===== config.mk =====
export PLATFORM = sky130hd
export DESIGN_NAME = cdb_multi_bcast
export DESIGN_NICKNAME = d
export VERILOG_FILES = /design/src/rtl/cdb_multi_bcast.sv
export SDC_FILE = /design/constraint.sdc
export NUM_CORES = 2
export LEC_CHECK = 0
export ABC_CLOCK_PERIOD_IN_PS = 15200
export BUFFER_PORTS_ARGS = -buffer_cell sky130_fd_sc_hd__buf_2
export CAP_MARGIN = 40
export CORE_MARGIN = 5
export CORE_UTILIZATION = 40
export CTS_CLUSTER_DIAMETER = 120
export DETAILED_ROUTE_END_ITERATION = 10
export GPL_TIMING_DRIVEN = 0
export PLACE_DENSITY = 0.67
export SETUP_SLACK_MARGIN = 0.2
export SLEW_MARGIN = 20
export SYNTH_ARGS = -nofsm -noshare
export SYNTH_HDL_FRONTEND = slang
export SYNTH_SLANG_ARGS = --single-unit

===== constraint.sdc =====
create_clock -name clk -period 15.2 [get_ports clk]
set_input_delay 0.76 -clock clk [delete_from_list [all_inputs] [get_ports clk]]
set_output_delay 0.76 -clock clk [all_outputs]
set_load 0.05 [all_outputs]

===== src/rtl/cdb_multi_bcast.sv =====
// rtl/cdb_multi_bcast.sv - multi-lane common data bus: commit queue with registered broadcast drain
module cdb_multi_bcast #(
  parameter int NUM_IN   = 2,
  parameter int NUM_OUT  = 2,
  parameter int DEPTH    = 8,
  parameter int RENAME_W = 4,
  parameter int XLEN     = 32
) (
  input  logic                         clk,
  input  logic                         rst,
  input  logic                         rdy,
  input  logic                         flush,
  input  logic [NUM_IN-1:0]            commit_valid,
  input  logic [NUM_IN*XLEN-1:0]       commit_value,
  input  logic [NUM_IN*XLEN-1:0]       commit_next_pc,
  input  logic [NUM_IN*RENAME_W-1:0]   commit_rename,
  input  logic [NUM_IN*5-1:0]          commit_dest,
  input  logic [NUM_IN-1:0]            commit_is_br,
  input  logic [NUM_IN-1:0]            commit_is_jalr,
  output logic                         commit_ready,
  output logic [NUM_OUT-1:0]           rs_valid,
  output logic [NUM_OUT-1:0]           reg_valid,
  output logic [NUM_OUT*RENAME_W-1:0]  bc_rename,
  output logic [NUM_OUT*XLEN-1:0]      bc_value,
  output logic [NUM_OUT*XLEN-1:0]      bc_reg_value,
  output logic [NUM_OUT*5-1:0]         bc_dest,
  output logic                         branch_commit,
  output logic                         branch_jump,
  output logic                         jalr_commit,
  output logic [XLEN-1:0]              jalr_addr
);
  localparam int PTR_W = $clog2(DEPTH);
  localparam int CNT_W = $clog2(DEPTH + 1);

  typedef struct packed {
    logic                is_br;
    logic                is_jalr;
    logic [4:0]          dest;
    logic [RENAME_W-1:0] rename;
    logic [XLEN-1:0]     next_pc;
    logic [XLEN-1:0]     value;
  } entry_t;

  entry_t             q [DEPTH];
  logic [PTR_W-1:0]   head;
  logic [PTR_W-1:0]   tail;
  logic [CNT_W-1:0]   count;

  entry_t             in_ent [NUM_IN];
  entry_t             cand [NUM_OUT];
  logic [NUM_OUT-1:0] take;
  logic               stop;
  logic               accept;
  int                 n_valid;
  int                 n_acc;
  int                 n_out;
  int                 n_from_q;
  int                 n_byp;

  assign commit_ready = (CNT_W'(DEPTH) - count) >= CNT_W'(NUM_IN);
  assign accept       = rdy && !flush && commit_ready;

  always_comb begin
    n_valid = 0;
    for (int j = 0; j < NUM_IN; j++) in_ent[j] = '0;
    // Compact valid lanes so the oldest valid commit lands in slot 0.
    for (int i = 0; i < NUM_IN; i++) begin
      for (int j = 0; j < NUM_IN; j++) begin
        if (commit_valid[i] && n_valid == j) begin
          in_ent[j].is_br   = commit_is_br[i];
          in_ent[j].is_jalr = commit_is_jalr[i];
          in_ent[j].dest    = commit_dest[i*5 +: 5];
          in_ent[j].rename  = commit_rename[i*RENAME_W +: RENAME_W];
          in_ent[j].next_pc = commit_next_pc[i*XLEN +: XLEN];
          in_ent[j].value   = commit_value[i*XLEN +: XLEN];
        end
      end
      if (commit_valid[i]) n_valid = n_valid + 1;
    end
    n_acc = accept ? n_valid : 0;

    // Drain candidates: queued entries first, then same-cycle commits as bypass.
    stop  = 1'b0;
    n_out = 0;
    for (int s = 0; s < NUM_OUT; s++) begin
      cand[s] = '0;
      if (s < int'(count)) cand[s] = q[PTR_W'(int'(head) + s)];
      for (int j = 0; j < NUM_IN; j++)
        if (int'(count) + j == s) cand[s] = in_ent[j];
      take[s] = 1'b0;
      if (!stop && rdy && !flush && s < int'(count) + n_acc) begin
        take[s] = 1'b1;
        n_out   = n_out + 1;
        if (cand[s].is_br || cand[s].is_jalr) stop = 1'b1;
      end
    end
    n_from_q = (n_out < int'(count)) ? n_out : int'(count);
    n_byp    = n_out - n_from_q;
  end

  always_ff @(posedge clk) begin
    if (rst) begin
      for (int j = 0; j < NUM_IN; j++)
        if (j >= n_byp && j < n_acc)
          q[PTR_W'(int'(tail) + j - n_byp)] <= in_ent[j];
    end
  end

  always_ff @(posedge clk or negedge rst) begin
    if (!rst) begin
      head          <= '0;
      tail          <= '0;
      count         <= '0;
      rs_valid      <= '0;
      reg_valid     <= '0;
      bc_rename     <= '0;
      bc_value      <= '0;
      bc_reg_value  <= '0;
      bc_dest       <= '0;
      branch_commit <= 1'b0;
      branch_jump   <= 1'b0;
      jalr_commit   <= 1'b0;
      jalr_addr     <= '0;
    end else if (flush) begin
      head          <= '0;
      tail          <= '0;
      count         <= '0;
      rs_valid      <= '0;
      reg_valid     <= '0;
      branch_commit <= 1'b0;
      jalr_commit   <= 1'b0;
    end else if (!rdy) begin
      rs_valid      <= '0;
      reg_valid     <= '0;
      branch_commit <= 1'b0;
      jalr_commit   <= 1'b0;
    end else begin
      head          <= PTR_W'(int'(head) + n_from_q);
      tail          <= PTR_W'(int'(tail) + n_acc - n_byp);
      count         <= CNT_W'(int'(count) + n_acc - n_out);
      rs_valid      <= '0;
      reg_valid     <= '0;
      branch_commit <= 1'b0;
      jalr_commit   <= 1'b0;
      for (int s = 0; s < NUM_OUT; s++) begin
        if (take[s]) begin
          rs_valid[s]                       <= !(cand[s].is_br || cand[s].is_jalr);
          reg_valid[s]                      <= !cand[s].is_br;
          bc_rename[s*RENAME_W +: RENAME_W] <= cand[s].rename;
          bc_value[s*XLEN +: XLEN]          <= cand[s].value;
          bc_reg_value[s*XLEN +: XLEN]      <= cand[s].is_jalr ? cand[s].next_pc : cand[s].value;
          bc_dest[s*5 +: 5]                 <= cand[s].dest;
          if (cand[s].is_br) begin
            branch_commit <= 1'b1;
            branch_jump   <= cand[s].value[0];
          end
          if (cand[s].is_jalr) begin
            jalr_commit <= 1'b1;
            jalr_addr   <= cand[s].value;
          end
        end
      end
    end
  end
endmodule


==> reports/metrics.csv <==
metric;value;unit
outcome;finished clean;
cpPeakStageDelay;0.66;ns
first_global_vias;39810;
synth_edf_count;600;
place_ws;3.968;ns
cts_tree;done;
hold_viol;0;
crit_path_start_kind;register;
ys.flop_type;edfxtp_1;
area.growth.synth_to_final;17.59;%
worstPathArrival;11.67;ns
critPathRequiredTime;15.57;ns
fin_ws;3.896;ns
skew;0.02709;ns
final_antenna_net_count;0;
rsz0062_at_grt;false;
grt_pass1_wl;290500;microns
dr.pass1.iters;6;
timing.hold.ws;0.4682;ns
ys_ff_latch;795;
drc;0;
final_common_cell;edfxtp_1;
track_usage;31.90;%
post_cts_resized;0;
dieArea;125000;sq um
cts_root_buf;clkbuf_16;
period_share;74.37;%
worst-path-max-fanout;16;
num_rows;126;
cts.clk_slew.worst_paths;0.06;ns
seq_area_frac_synth;48.50;%
p_leak;20.70;nW
fill_cells;10490;
p_per_area;189.4;nW/um^2
max_freq;88.46;MHz
drv_cap;0;
start_util;40.14;%
vias_per_cell;6.892;
overflow;0;
clk_path_buf_depth;3;
synthDistinctLibCells;72;
min_period;11.30;ns
final_cell_mix;edfxtp_1, a21oi_1, buf_2, mux2i_1, mux4_2;
antenna_found_initial;43;
synth_warnings;0;
worstSetupEndpointType;register;
hp-class;register to register;
syn_inst;3756;
r2r_slack;3.90;ns
syn_area_per_cell;12.57;sq um
io_pins;342;
worst_pin_slew;1.152;ns
drive_above_1_share;25.97;%
crit_top_cell;ha_1;
cp_slowest_cell;a2111oi_0;
numCtsBuffers;87;
fp.dieW;353.5;microns
gp_congestion;1.001;
ir_worst_vdd;0.1863;mV
clock_sinks;795;
synth-async-reset-ratio;24.53;%
numPortBuffers;341;
max_slew_margin;23.23;%
grt_max_degree;79;
wire_per_inst;35.05;microns
setup_violations;0;
drtIter0Drc;7081;
h-tree-depth;3;
critical_path_class;register to register;
clk_latency;0.69;ns
hpwlAfterDp;152400;microns
synthesis.area;47210;sq um
vias;40760;
final_nets;4470;
die_h;353.5;microns
synth_nets;3943;
drt_wl_total;207300;microns
drv_slew;0;
core;117600;sq um
## critical path: cells and delay by family, from the launching register on
| family | cells | cell delay (ns) |
|---|---|---|
| and+or+nand+nor | 7 | 1.69 |
| AOI/OAI and AO/OA | 7 | 2.32 |
| buffers and inverters | 16 | 3.88 |
| DFF | 1 | 0.41 |
| xor gates and xnor gates | 2 | 0.32 |
| adders and majority gates | 8 | 2.28 |
## sequential cells by signal, indices dropped and copies added, names as in the netlist
signal	flops
q	600
count	4
bc_rename	8
branch_commit	1
reg_valid	2
branch_jump	1
bc_reg_value	64
jalr_commit	1
rs_valid	2
jalr_addr	32
bc_dest	10
tail	3
head	3
bc_value	64
## metal layers
layer / track usage [%] / vias to the layer above / share of wire [%] / routed length [microns]
met5: 0 / - / 0.077 / 160
met4: 19.94 / 28 / 7.8 / 16270
met3: 14.37 / 889 / 16 / 33860
met2: 47.40 / 3872 / 43 / 88800
met1: 37.81 / 20010 / 33 / 68230
li1: - / 15960 / - / -
## cell usage after synthesis, types with 4 or more instances
cell        n  area share (%)
xor2_1      4           0.074
mux4_2    261              12
o21ai_0    26            0.28
and2_1      4           0.053
a221o_1    64             1.4
buf_4       7            0.11
a21oi_1   507             5.4
nor2b_1    48            0.64
a311oi_1   31            0.58
mux2_2    149             3.6
fa_1        6            0.25
mux2_4     23            0.73
dfrtp_1   195              10
xnor2_1     6            0.11
edfxtp_1  600              38
a22o_1     34            0.63
nand4_1     4           0.053
nand2_1   211             1.7
o211ai_1    5           0.080
nor4_1     33            0.44
a22oi_1    74             1.2
nor3_1    102             1.1
buf_1      46            0.37
o31ai_1    33            0.52
nand3_1    11            0.12
clkbuf_1  214             1.7
inv_1      26            0.21
mux4_1     36             2.0
a211oi_1   76             1.2
ha_1       25            0.66
buf_2      92            0.98
o22ai_1    45            0.60
mux2i_1   427             9.1
nand2b_1    8            0.11
nor2_1    257             2.0
buf_6       9            0.21
## cell families (layout without fill, tap and decap cells)
family	count (synthesis)	after routing	synth area share, %
buffers and inverters	400	996	3.729
flip-flops	795	795	48.50
XOR/XNOR	10	10	0.1855
adder cells (fa/ha/maj)	31	31	0.9171
AO/OA/AOI/OAI	926	926	12.36
other	1	27	0.007944
multiplexers	896	896	27.79
AND/OR/NAND/NOR	697	697	6.504
## power by group
part | internal [mW] | switching [mW]
Combinational | 1.45 | 3.97
Clock | 1.21 | 0.953
Sequential | 2.68 | 0.259
Total | 5.34 | 5.18
## layout make-up
class | count | area (sq um) | area share [%]
tap | 1536 | 1922 | 3.462
multi-input combinational | 2561 | 22660 | 40.82
clock inverter | 45 | 416.7 | 0.7506
antenna | 26 | 65.06 | 0.1172
inverter | 28 | 105.1 | 0.1893
clock buffer | 113 | 2377 | 4.283
sequential | 795 | 22900 | 41.25
timing repair buffer | 438 | 3408 | 6.140
buffer | 372 | 1658 | 2.987
## timing repair
item                                    4_1_cts  5_1_grt
endpoints found under the setup margin        0        0
buffers inserted                              0        0
hold buffers                                  1        0
endpoints found under the hold margin         3        0
## final timing paths
kind,from,to,cells past startpoint
setup / recovery,count[1],q[4][7],40
hold / removal,bc_reg_value[11],bc_reg_value[11],2
setup reg to reg,count[1],q[4][7],40
hold reg to reg,bc_reg_value[11],bc_reg_value[11],2
max in group asynchronous,rst,bc_reg_value[20],4
min in group asynchronous,rst,bc_value[63],2
## per-stage QoR
stage | setup TNS (ns) | cell area [sq um] | std cells | utilization, % | power [mW]
after floorplan | 0 | 47210 | 3756 | - | 5.905
after global placement | -2462.27 | 50840 | 5633 | 43.23 | 7.923
after detailed placement | 0 | 52480 | 5711 | 44.62 | 8.045
after CTS | 0 | 55280 | 5870 | 47.01 | 10.17
after global routing | 0 | 55460 | 5892 | 47.15 | 10.66
final | 0 | 55510 | 5914 | 47.20 | 10.52
Note: power is estimated with default switching activity, not from simulation.
